**config.mk**
```make
export PLATFORM = sky130hd
export DESIGN_NAME = sprite_fetch_arbiter
export DESIGN_NICKNAME = d
export VERILOG_FILES = /design/src/rtl/graphics_pkg.sv /design/src/rtl/rr_pick.sv /design/src/rtl/sprite_fetch_arbiter.sv
export SDC_FILE = /design/constraint.sdc
export NUM_CORES = 1
export LEC_CHECK = 0
export ABC_AREA = 1
export CAP_MARGIN = 10
export CORE_MARGIN = 4
export CORE_UTILIZATION = 40
export CTS_CLUSTER_SIZE = 8
export DETAILED_ROUTE_END_ITERATION = 10
export PLACE_DENSITY = 0.72
export SETUP_SLACK_MARGIN = 0.5
export SYNTH_ARGS = -nofsm -noshare
export SYNTH_HDL_FRONTEND = slang
export SYNTH_SLANG_ARGS = --single-unit
```
**constraint.sdc**
```tcl
create_clock -name clock -period 3.5 [get_ports clock]
set_input_delay 0.7 -clock clock [delete_from_list [all_inputs] [get_ports clock]]
set_output_delay 0.7 -clock clock [all_outputs]
set_load 0.03 [all_outputs]
```
**src/rtl/graphics_pkg.sv**
```systemverilog
`default_nettype none
// +----------------------------------------------------------------------+
// | graphics_pkg : shared sprite-fetch constants and helpers             |
// | Rev 1.0                                                              |
// +----------------------------------------------------------------------+
package graphics_pkg;

  localparam int N_REQ     = 5;
  localparam int REQ_P1    = 0;
  localparam int REQ_P2    = 1;
  localparam int REQ_P3    = 2;
  localparam int REQ_P4    = 3;
  localparam int REQ_GRID  = 4;
  localparam int ROM_LAT   = 2;
  localparam int RESP_ID_W = 3;

  function automatic int ptr_width(input int n);
    return (n > 1) ? $clog2(n) : 1;
  endfunction

endpackage
`default_nettype wire

```
**src/rtl/rr_pick.sv**
```systemverilog
`default_nettype none
// +----------------------------------------------------------------------+
// | rr_pick : round-robin search from ptr upward, one-hot grant + index  |
// | Rev 1.0                                                              |
// +----------------------------------------------------------------------+
module rr_pick
  import graphics_pkg::*;
#(
  parameter int N     = N_REQ,
  parameter int PTR_W = ptr_width(N)
) (
  input  logic [N-1:0]     req,
  input  logic [PTR_W-1:0] ptr,
  output logic [N-1:0]     grant,
  output logic [PTR_W-1:0] idx,
  output logic             any
);

  int w_j;

  // Walk the search order backwards so the earliest candidate overwrites last.
  always_comb begin
    grant = '0;
    idx   = '0;
    any   = |req;
    w_j   = 0;
    for (int k = N - 1; k >= 0; k--) begin
      w_j = int'(ptr) + k;
      if (w_j >= N) w_j = w_j - N;
      if (req[PTR_W'(w_j)]) begin
        grant                = '0;
        grant[PTR_W'(w_j)]   = 1'b1;
        idx                  = PTR_W'(w_j);
      end
    end
  end

endmodule
`default_nettype wire

```
**src/rtl/sprite_fetch_arbiter.sv**
```systemverilog
`default_nettype none
// +----------------------------------------------------------------------+
// | sprite_fetch_arbiter : round-robin sprite ROM fetch with in-order    |
// | fixed-latency responses and vsync flush.              Rev 1.0        |
// +----------------------------------------------------------------------+
module sprite_fetch_arbiter
  import graphics_pkg::RESP_ID_W, graphics_pkg::ptr_width;
#(
  parameter int N_REQ   = graphics_pkg::N_REQ,
  parameter int ADDR_W  = 14,
  parameter int DATA_W  = 12,
  parameter int ROM_LAT = graphics_pkg::ROM_LAT
) (
  input  logic                         clock,
  input  logic                         reset_n,
  input  logic [N_REQ-1:0]             req_valid,
  input  logic [N_REQ-1:0][ADDR_W-1:0] req_addr,
  output logic [N_REQ-1:0]             req_ready,
  input  logic                         flush,
  output logic [ADDR_W-1:0]            rom_addr,
  output logic                         rom_en,
  input  logic [DATA_W-1:0]            rom_data,
  output logic                         resp_valid,
  output logic [RESP_ID_W-1:0]         resp_id,
  output logic [DATA_W-1:0]            resp_data,
  output logic                         busy
);

  localparam int PTR_W = ptr_width(N_REQ);

  logic [PTR_W-1:0]                r_rr_ptr;
  logic [N_REQ-1:0]                w_grant;
  logic [PTR_W-1:0]                w_idx;
  logic                            w_any;
  logic                            w_xfer;
  logic                            w_resp_fire;
  logic [ADDR_W-1:0]               r_rom_addr;
  logic                            r_rom_en;
  logic [ROM_LAT:0]                r_pipe_v;
  logic [ROM_LAT:0][RESP_ID_W-1:0] r_pipe_id;
  logic                            r_resp_valid;
  logic [RESP_ID_W-1:0]            r_resp_id;
  logic [DATA_W-1:0]               r_resp_data;

  rr_pick #(
    .N     (N_REQ),
    .PTR_W (PTR_W)
  ) u_rr_pick (
    .req   (req_valid),
    .ptr   (r_rr_ptr),
    .grant (w_grant),
    .idx   (w_idx),
    .any   (w_any)
  );

  // Whenever anything is valid it is granted, so a grant is always a transfer.
  assign req_ready   = reset_n ? w_grant : '0;
  assign w_xfer      = reset_n & w_any;
  assign w_resp_fire = r_pipe_v[ROM_LAT] & ~flush;

  always_ff @(posedge clock or negedge reset_n) begin
    if (!reset_n) begin
      r_rr_ptr   <= '0;
      r_rom_en   <= 1'b0;
      r_rom_addr <= '0;
    end else begin
      r_rom_en <= w_xfer;
      if (w_xfer) begin
        r_rom_addr <= req_addr[w_idx];
        r_rr_ptr   <= (w_idx == PTR_W'(N_REQ - 1)) ? '0 : w_idx + 1'b1;
      end
    end
  end

  // Stage k holds a read issued k+1 cycles ago; flush kills every stage at once.
  always_ff @(posedge clock or negedge reset_n) begin
    if (!reset_n) begin
      r_pipe_v  <= '0;
      r_pipe_id <= '0;
    end else begin
      r_pipe_v[0]  <= w_xfer & ~flush;
      r_pipe_id[0] <= RESP_ID_W'(w_idx);
      for (int k = 1; k <= ROM_LAT; k++) begin
        r_pipe_v[k]  <= r_pipe_v[k-1] & ~flush;
        r_pipe_id[k] <= r_pipe_id[k-1];
      end
    end
  end

  always_ff @(posedge clock or negedge reset_n) begin
    if (!reset_n) begin
      r_resp_valid <= 1'b0;
      r_resp_id    <= '0;
      r_resp_data  <= '0;
    end else begin
      r_resp_valid <= w_resp_fire;
      r_resp_id    <= w_resp_fire ? r_pipe_id[ROM_LAT] : '0;
      r_resp_data  <= w_resp_fire ? rom_data : '0;
    end
  end

  assign rom_addr   = r_rom_addr;
  assign rom_en     = r_rom_en;
  assign resp_valid = r_resp_valid;
  assign resp_id    = r_resp_id;
  assign resp_data  = r_resp_data;
  assign busy       = r_rom_en | (|r_pipe_v);

endmodule
`default_nettype wire

```
Yosys cells after proc, flatten, opt, wreduce, memory -nomap -nowiden
Index checks and enable logic that the tools add are counted.
{"block": "word_totals", "input_bits": 90, "output_inout_bits": 37, "ff_bits": 46}
{"block": "classes", "reduce_logical": 7, "add_sub_neg": 10, "mux": 46, "n_lt_le_gt_ge": 16, "n_bitwise": 7, "eq_ne": 1}
{"op": "binary-select mux 14 bit (select 3 bit)", "count": 1}
{"op": "2-to-1 mux 3 bit", "count": 12}
{"op": "2-to-1 mux 5 bit", "count": 6}
{"op": "less-than comparator 3 x 5 -> 1 bit (second input constant)", "count": 5}
{"op": ">= comparator 4 x 3 -> 1 bit (second input constant)", "count": 4}
{"op": "binary-select mux 1 bit (select 3 bit)", "count": 5}
{"op": "demux 1 bit (select 3 bit)", "count": 5}
{"op": ">= comparator 3 x 1 -> 1 bit (second input constant)", "count": 5}
{"op": "2-to-1 mux 1 bit", "count": 15}
{"op": "subtractor 3 bit (second input constant)", "count": 5}
{"op": "2-to-1 mux 14 bit", "count": 1}
{"op": "2-to-1 mux 12 bit", "count": 1}
{"op": "adder 3 x 2 -> 4 bit (second input constant)", "count": 2}
{"op": "AND 1 bit", "count": 5}
{"op": "logical AND 1 bit", "count": 5}
{"op": "OR reduction 5 bit", "count": 1}
{"op": "adder 3 x 1 -> 4 bit (second input constant)", "count": 1}
{"op": "adder 3 x 3 -> 4 bit (second input constant)", "count": 1}
{"op": "less-than comparator 3 x 4 -> 1 bit (second input constant)", "count": 1}
{"op": "adder 3 x 1 -> 3 bit (second input constant)", "count": 1}
{"op": "== test 3 bit (second input constant)", "count": 1}
{"op": ">= comparator 3 bit (second input constant)", "count": 1}
{"op": "OR reduction 3 bit", "count": 1}
{"op": "NOT 1 bit", "count": 1}
{"op": "OR 1 bit", "count": 1}

Logic depth before layout (Yosys ltp)
{"block": "logic_depth", "depth_word": 13, "depth_mapped": 23, "ltp_nobuf": 21}

Hierarchy
From an unflattened synthesis, not the netlist that was laid out.
{"block": "hier_totals", "cells_unflattened": 560, "area_unflattened_um2": 3528.4}
{"mod": "sprite_fetch_arbiter", "area_per_inst_um2": 2273.4, "instances": 1, "cells_each": 313}
{"mod": "rr_pick", "area_per_inst_um2": 1255.0, "instances": 1, "cells_each": 247}

Worst setup path before layout
OpenSTA, ideal clock, no wires.
{"block": "synth_path", "path_kind": "flip-flop to output port", "from": "register r_rr_ptr[0]", "to": "output port req_ready[1]", "path_slack_ns": -0.375, "t_arrival_ns": 3.175, "path_stages_with_launch": 21, "path_buffers": 2, "path_cell_list": "dfrtp_1 -> buf_6 -> inv_2 -> ha_1 -> inv_1 -> fa_1 -> o21bai_4 -> nand2_1 -> o21ai_4 -> nor2_1 -> nand3_1 -> nand2_1 -> clkinv_2 -> nand2_1 -> nand2_1 -> inv_2 -> nand2_4 -> nand2_2 -> o21ai_4 -> buf_12 -> nor3_1"}
{"block": "synth_via", "elab_chain_cells": 13}
{"element": "start, declared", "line_no": "sprite_fetch_arbiter.sv:31", "source": "logic [PTR_W-1:0] r_rr_ptr;"}
{"element": "start signal, assigned", "line_no": "sprite_fetch_arbiter.sv:70", "source": "r_rr_ptr <= (w_idx == PTR_W'(N_REQ - 1)) ? '0 : w_idx + 1'b1;"}
{"element": "adder 3 x 3 -> 4 bit", "line_no": "rr_pick.sv:28", "source": "w_j = int'(ptr) + k;"}
{"element": ">= comparator 4 x 3 -> 1 bit / subtractor 3 bit (equally long branches)", "line_no": "rr_pick.sv:29", "source": "if (w_j >= N) w_j = w_j - N;"}
{"element": "2-to-1 mux 3 bit", "line_no": "rr_pick.sv:29"}
{"element": "less-than comparator 3 x 5 -> 1 bit (not written as such) / >= comparator 3 x 1 -> 1 bit (equally long branches)", "line_no": "rr_pick.sv:32", "source": "grant[PTR_W'(w_j)] = 1'b1;"}
{"element": "logical AND 1 bit (not written as such)", "line_no": "rr_pick.sv:32"}
{"element": "2-to-1 mux 1 bit (not written as such)", "line_no": "rr_pick.sv:32"}
{"element": "demux 1 bit (select 3 bit)"}
{"element": "2-to-1 mux 5 bit (4 in series)", "line_no": "rr_pick.sv:30", "source": "if (req[PTR_W'(w_j)]) begin"}
{"element": "2-to-1 mux 5 bit *", "line_no": "rr_pick.sv:30"}
{"element": "2-to-1 mux 5 bit *", "line_no": "sprite_fetch_arbiter.sv:57", "source": "assign req_ready = reset_n ? w_grant : '0;"}
{"element": "end, declared", "line_no": "sprite_fetch_arbiter.sv:18", "source": "output logic [N_REQ-1:0] req_ready,"}
Mark *: on every way between the ends. The rest lies on a longest branch, timed or not. The select of a mux whose other input is x is not followed.

Final worst setup path
{"block": "layout_path", "from": "register r_rr_ptr[1]", "to": "output port req_ready[3]"}
Same word-level chain as after synthesis.

==> results.md <==
Run status:
- The run finished, with violations left.
- The final reports fail on setup timing.

Logic synthesis:
- The cell area after synthesis is around 3800 um^2.
- For this run, the number of Yosys warnings is 0.
- A synthesized cell averages between 6 and 7 um^2.
- After synthesis, the cell types taking the most area are sky130_fd_sc_hd__dfrtp_1 (31%), sky130_fd_sc_hd__nand2_1 (12%), sky130_fd_sc_hd__nand3_1 (11%).
- The count of cell types in the netlist is 40.
- The post-synthesis register bit count is between 40 and 50.
- The post-synthesis sequential area ratio is ~31%.
- After technology mapping, the gate count stands at around 540.
- The post-synth net total is between 600 and 700.
- The cell type contributing the most total cell area after synthesis is sky130_fd_sc_hd__dfrtp_1.
- The fraction of post-synthesis cell area in the top cell type by area is a little under a third.

Timing:
- Setup repair after global routing could not meet its margin everywhere.
- The remaining max-slew budget at the tightest pin is around three fifths.
- The highest clock frequency the design can meet is between 200 and 300 MHz.
- In the finished design, the share of the clock period the worst path needs comes to 105%.
- Clock skew on the completed layout was measured at between 0.01 and 0.015 ns.
- The number of endpoints with negative hold slack in the final report came to 0.
- The number of slew-limit violations in the final report was 0.
- The worst path setup slack after routing is -0.175 ns.
- The transition time at the pin with the least slew margin is 0.618 ns.
- Counting I/O delays and the setup requirement, the final critical path takes about 3.7 ns.
- The setup violation total in the final timing report is 4.

Layout:
- Relative to the synthesized area, the layout overhead comes to 49.1%.
- Cells fill between 60% and 70% of the core in the end.
- The net count of the finished layout is 779.
- The repair_antennas step left the layout with diodes totalling 0.
- With fillers left out, the area of the finished cells amounts to roughly 5600 um^2.
- Cells with a size suffix above 1 make up a little over a fifth of the layout.
- The multi-input logic area is around 2200 um^2.
- In the final layout, flip-flops and latches occupy roughly 1200 um^2.
- The library cells used most frequently in the layout, excluding fill and tap cells, are sky130_fd_sc_hd__clkdlybuf4s50_1 (120), sky130_fd_sc_hd__nand2_1 (116), sky130_fd_sc_hd__inv_1 (94).
- The count of filler cells inserted in the layout is 825.
- The commonest non-fill, non-tap cell in the layout is sky130_fd_sc_hd__clkdlybuf4s50_1.

Route:
- The routed layout has roughly 3900 vias.
- The routed metal-1 wire length is roughly 5200 um.
- The detailed router finished its first iteration with about 170 violations.
- Wire segments on met2 add up to 5380 um in the final route.
- After detailed routing, the average wire length per cell comes to between 10 and 15 um.
- The total DRC errors in the routed layout is 0.
- The detail route stage leaves a number of antenna-violating nets equal to 0.
- The first detailed-routing pass ran for 5 iterations.
- After detailed routing, the met3 layer carries roughly 650 um of wire.
- In the routed layout, each cell is associated on average with a via count of just under 5.
- For this block, the routed nets add up to roughly 11000 um of wire.
- The top layer reached by signal wires is met4.

Clock network:
- After clock tree synthesis, the clock-pin slew on the worst setup and hold paths is ~0.080 ns.
- The H-tree generated during clock tree synthesis spans 2 levels.
- The tree is rooted in a sky130_fd_sc_hd__clkbuf_8.
- The clock buffer count from CTS is 5.
- The CTS sink count is 46.
- Clock latency on the worst-skew pair, taken at its later pin, is ~0.30 ns.
- TritonCTS built the clock tree.
- The number of hold buffers added after CTS was 0.
- The number of buffers on the longest clock path is 2.

Critical path:
- The worst setup path is launched from a flip-flop.
- STA puts the critical path data required time at 2.80 ns.
- The logic depth of the worst register-to-register path is 20.
- The critical path capture point type is an output pin.
- Tracing the worst setup path back leads to its startpoint at r_rr_ptr[1]$_DFFE_PN0P_.
- The register-to-register setup slack is between 0.4 and 0.5 ns.
- Data on the critical path arrives at its endpoint at just under 3 ns.
- The startpoint-to-endpoint class of the critical path is reg -> out.
- The maximum net fanout on the critical path is 8.
- The critical register-to-register path startpoint is r_rr_ptr[1]$_DFFE_PN0P_.
- In this run the critical register-to-register path is captured at rom_addr[8]$_DFFE_PN0P_.

Floorplan:
- The floorplan has 35 rows.
- After floorplanning, the core was sized to cover around 9000 um^2.
- The die footprint is roughly 11000 um^2.
- The height of the chip is ~110 um.
- The die is about 110 um wide.
- between 100 and 150 I/O pins were placed.
- The starting density of the core is between 40% and 50%.

Placement:
- The instance area after placement is 5210 um^2.
- The number of input and output port buffers inserted is 125.
- The placer's final routability congestion estimate is 0.982.
- The HPWL after detailed placement is approximately 9000 um.
- Timing analysis after detailed placement gives a worst setup slack of -0.0219 ns.

Worst hold path:
- The min-delay analysis places its worst path in the category reg -> reg.
- The endpoint of the worst hold-timing path is r_pipe_id[6]$_DFF_PN0_.
- The cell depth of the worst min-delay path is 0.
- The hold path startpoint is r_pipe_id[3]$_DFF_PN0_.

Global routing:
- The first global-routing pass estimated 17900 um of wire.
- Entering global routing, the biggest net connects 47 pins.
- The via count of the first global-routing pass is roughly 3600.
- Across every metal layer, demand over resource in global routing totals around a fifth.
- The total overflow left after global routing is 0.
- The number of antenna violations at the first check in global routing is 0.

Run:
- The max-capacitance violation count is 0.
## cells by family after synthesis
kind of cell / after synthesis / synth area share, %
xor gates and xnor gates: 4 / 1.13
AOI/OAI and AO/OA: 56 / 11.5
buffers and inverters: 130 / 16.0
adders and majority gates: 10 / 3.52
other: 1 / 0.0995
DFF: 46 / 30.6
and+or+nand+nor: 292 / 37.1
## worst max-delay path by stage
stage                    to  slack (ns)  depth (start not counted)
5_1_grt        req_ready[1]       -0.33                         17
3_3_place_gp   req_ready[0]      -0.008                         15
6_report       req_ready[3]       -0.17                         17
4_1_cts        req_ready[3]       -0.13                         18
2_1_floorplan  req_ready[1]        0.08                         19
3_5_place_dp   req_ready[0]       -0.02                         15
## what timing repair did
item,in CTS,in global routing
buffers inserted,4,5
pin swaps,17,4
resized for setup,29,28
cloned,0,1
setup endpoints to repair,20,20
## synth_stat cells
cell type,number
sky130_fd_sc_hd__inv_2,10
sky130_fd_sc_hd__nand4_1,5
sky130_fd_sc_hd__xnor2_1,1
sky130_fd_sc_hd__nor2_1,46
sky130_fd_sc_hd__ha_1,9
sky130_fd_sc_hd__a21oi_1,17
sky130_fd_sc_hd__and2_4,1
sky130_fd_sc_hd__clkinv_2,1
sky130_fd_sc_hd__o21ai_2,2
sky130_fd_sc_hd__buf_4,4
sky130_fd_sc_hd__nand3_4,1
sky130_fd_sc_hd__buf_12,2
sky130_fd_sc_hd__nor3_1,3
sky130_fd_sc_hd__nand2_2,10
sky130_fd_sc_hd__conb_1,1
sky130_fd_sc_hd__o21a_1,1
sky130_fd_sc_hd__o21ai_4,3
sky130_fd_sc_hd__xor2_1,2
sky130_fd_sc_hd__o21bai_1,1
sky130_fd_sc_hd__xor2_2,1
sky130_fd_sc_hd__a21oi_4,1
sky130_fd_sc_hd__o21ai_1,1
sky130_fd_sc_hd__nand2_4,4
sky130_fd_sc_hd__inv_1,98
sky130_fd_sc_hd__clkinv_1,1
sky130_fd_sc_hd__nand2_1,124
sky130_fd_sc_hd__buf_2,4
sky130_fd_sc_hd__clkbuf_8,1
sky130_fd_sc_hd__o21ai_0,8
sky130_fd_sc_hd__dfrtp_1,46
sky130_fd_sc_hd__buf_6,7
sky130_fd_sc_hd__a21oi_2,17
sky130_fd_sc_hd__o31ai_1,1
sky130_fd_sc_hd__nand3_1,80
sky130_fd_sc_hd__clkbuf_1,2
sky130_fd_sc_hd__o211ai_2,2
sky130_fd_sc_hd__nand3_2,18
sky130_fd_sc_hd__a31oi_1,1
sky130_fd_sc_hd__fa_1,1
sky130_fd_sc_hd__o21bai_4,1
## cell type report
cell class,instances,share of cell area [%]
Tap cell,111,2.47
Multi-Input combinational cell,363,39.4
Clock inverter,3,0.423
Sequential cell,46,20.5
Timing Repair Buffer,153,28.2
Inverter,110,7.78
Clock buffer,5,1.23
## routing by layer
layer  track usage [%]  up-vias
met4              4.69        0
li1                  -     1955
met2              31.4      139
met1              28.7     1790
met5                 0        -
met3              2.29       13
## registers in the layout, summed over array words and instances, names as in the netlist
| signal | count |
|---|---|
| resp_data | 12 |
| r_pipe_v | 3 |
| r_pipe_id | 9 |
| rom_addr | 14 |
| r_rr_ptr | 3 |
| resp_id | 3 |
| rom_en | 1 |
| resp_valid | 1 |
## stage by stage
stage | setup TNS (ns) | hold slack (ns) | instances
6_report | -0.662 | 0.350 | 791
5_1_grt | -1.28 | 0.358 | 791
4_1_cts | -0.495 | 0.348 | 785
3_5_place_dp | -0.0219 | 0.336 | 773
3_3_place_gp | -0.00807 | 0.333 | 773
2_1_floorplan | 0 | 0.331 | 539
## critical path, stage by stage, from the launching register on
cell	delay [ns]
sky130_fd_sc_hd__dfrtp_1	0.42
sky130_fd_sc_hd__buf_6	0.14
sky130_fd_sc_hd__buf_6	0.12
sky130_fd_sc_hd__fa_2	0.36
sky130_fd_sc_hd__o21bai_4	0.25
sky130_fd_sc_hd__xor2_4	0.20
sky130_fd_sc_hd__nand2_1	0.09
sky130_fd_sc_hd__nand3_1	0.09
sky130_fd_sc_hd__nand2_1	0.09
sky130_fd_sc_hd__clkinv_2	0.08
sky130_fd_sc_hd__nand2_4	0.12
sky130_fd_sc_hd__nand3_4	0.08
sky130_fd_sc_hd__nand2_4	0.09
sky130_fd_sc_hd__nand2_4	0.05
sky130_fd_sc_hd__o21ai_4	0.08
sky130_fd_sc_hd__nand2_2	0.10
sky130_fd_sc_hd__nor2_4	0.16
sky130_fd_sc_hd__buf_12	0.14
Power is left out: the tool's default activity adds up to more than one toggle a clock period on the data nets, which glitch-free logic cannot reach.
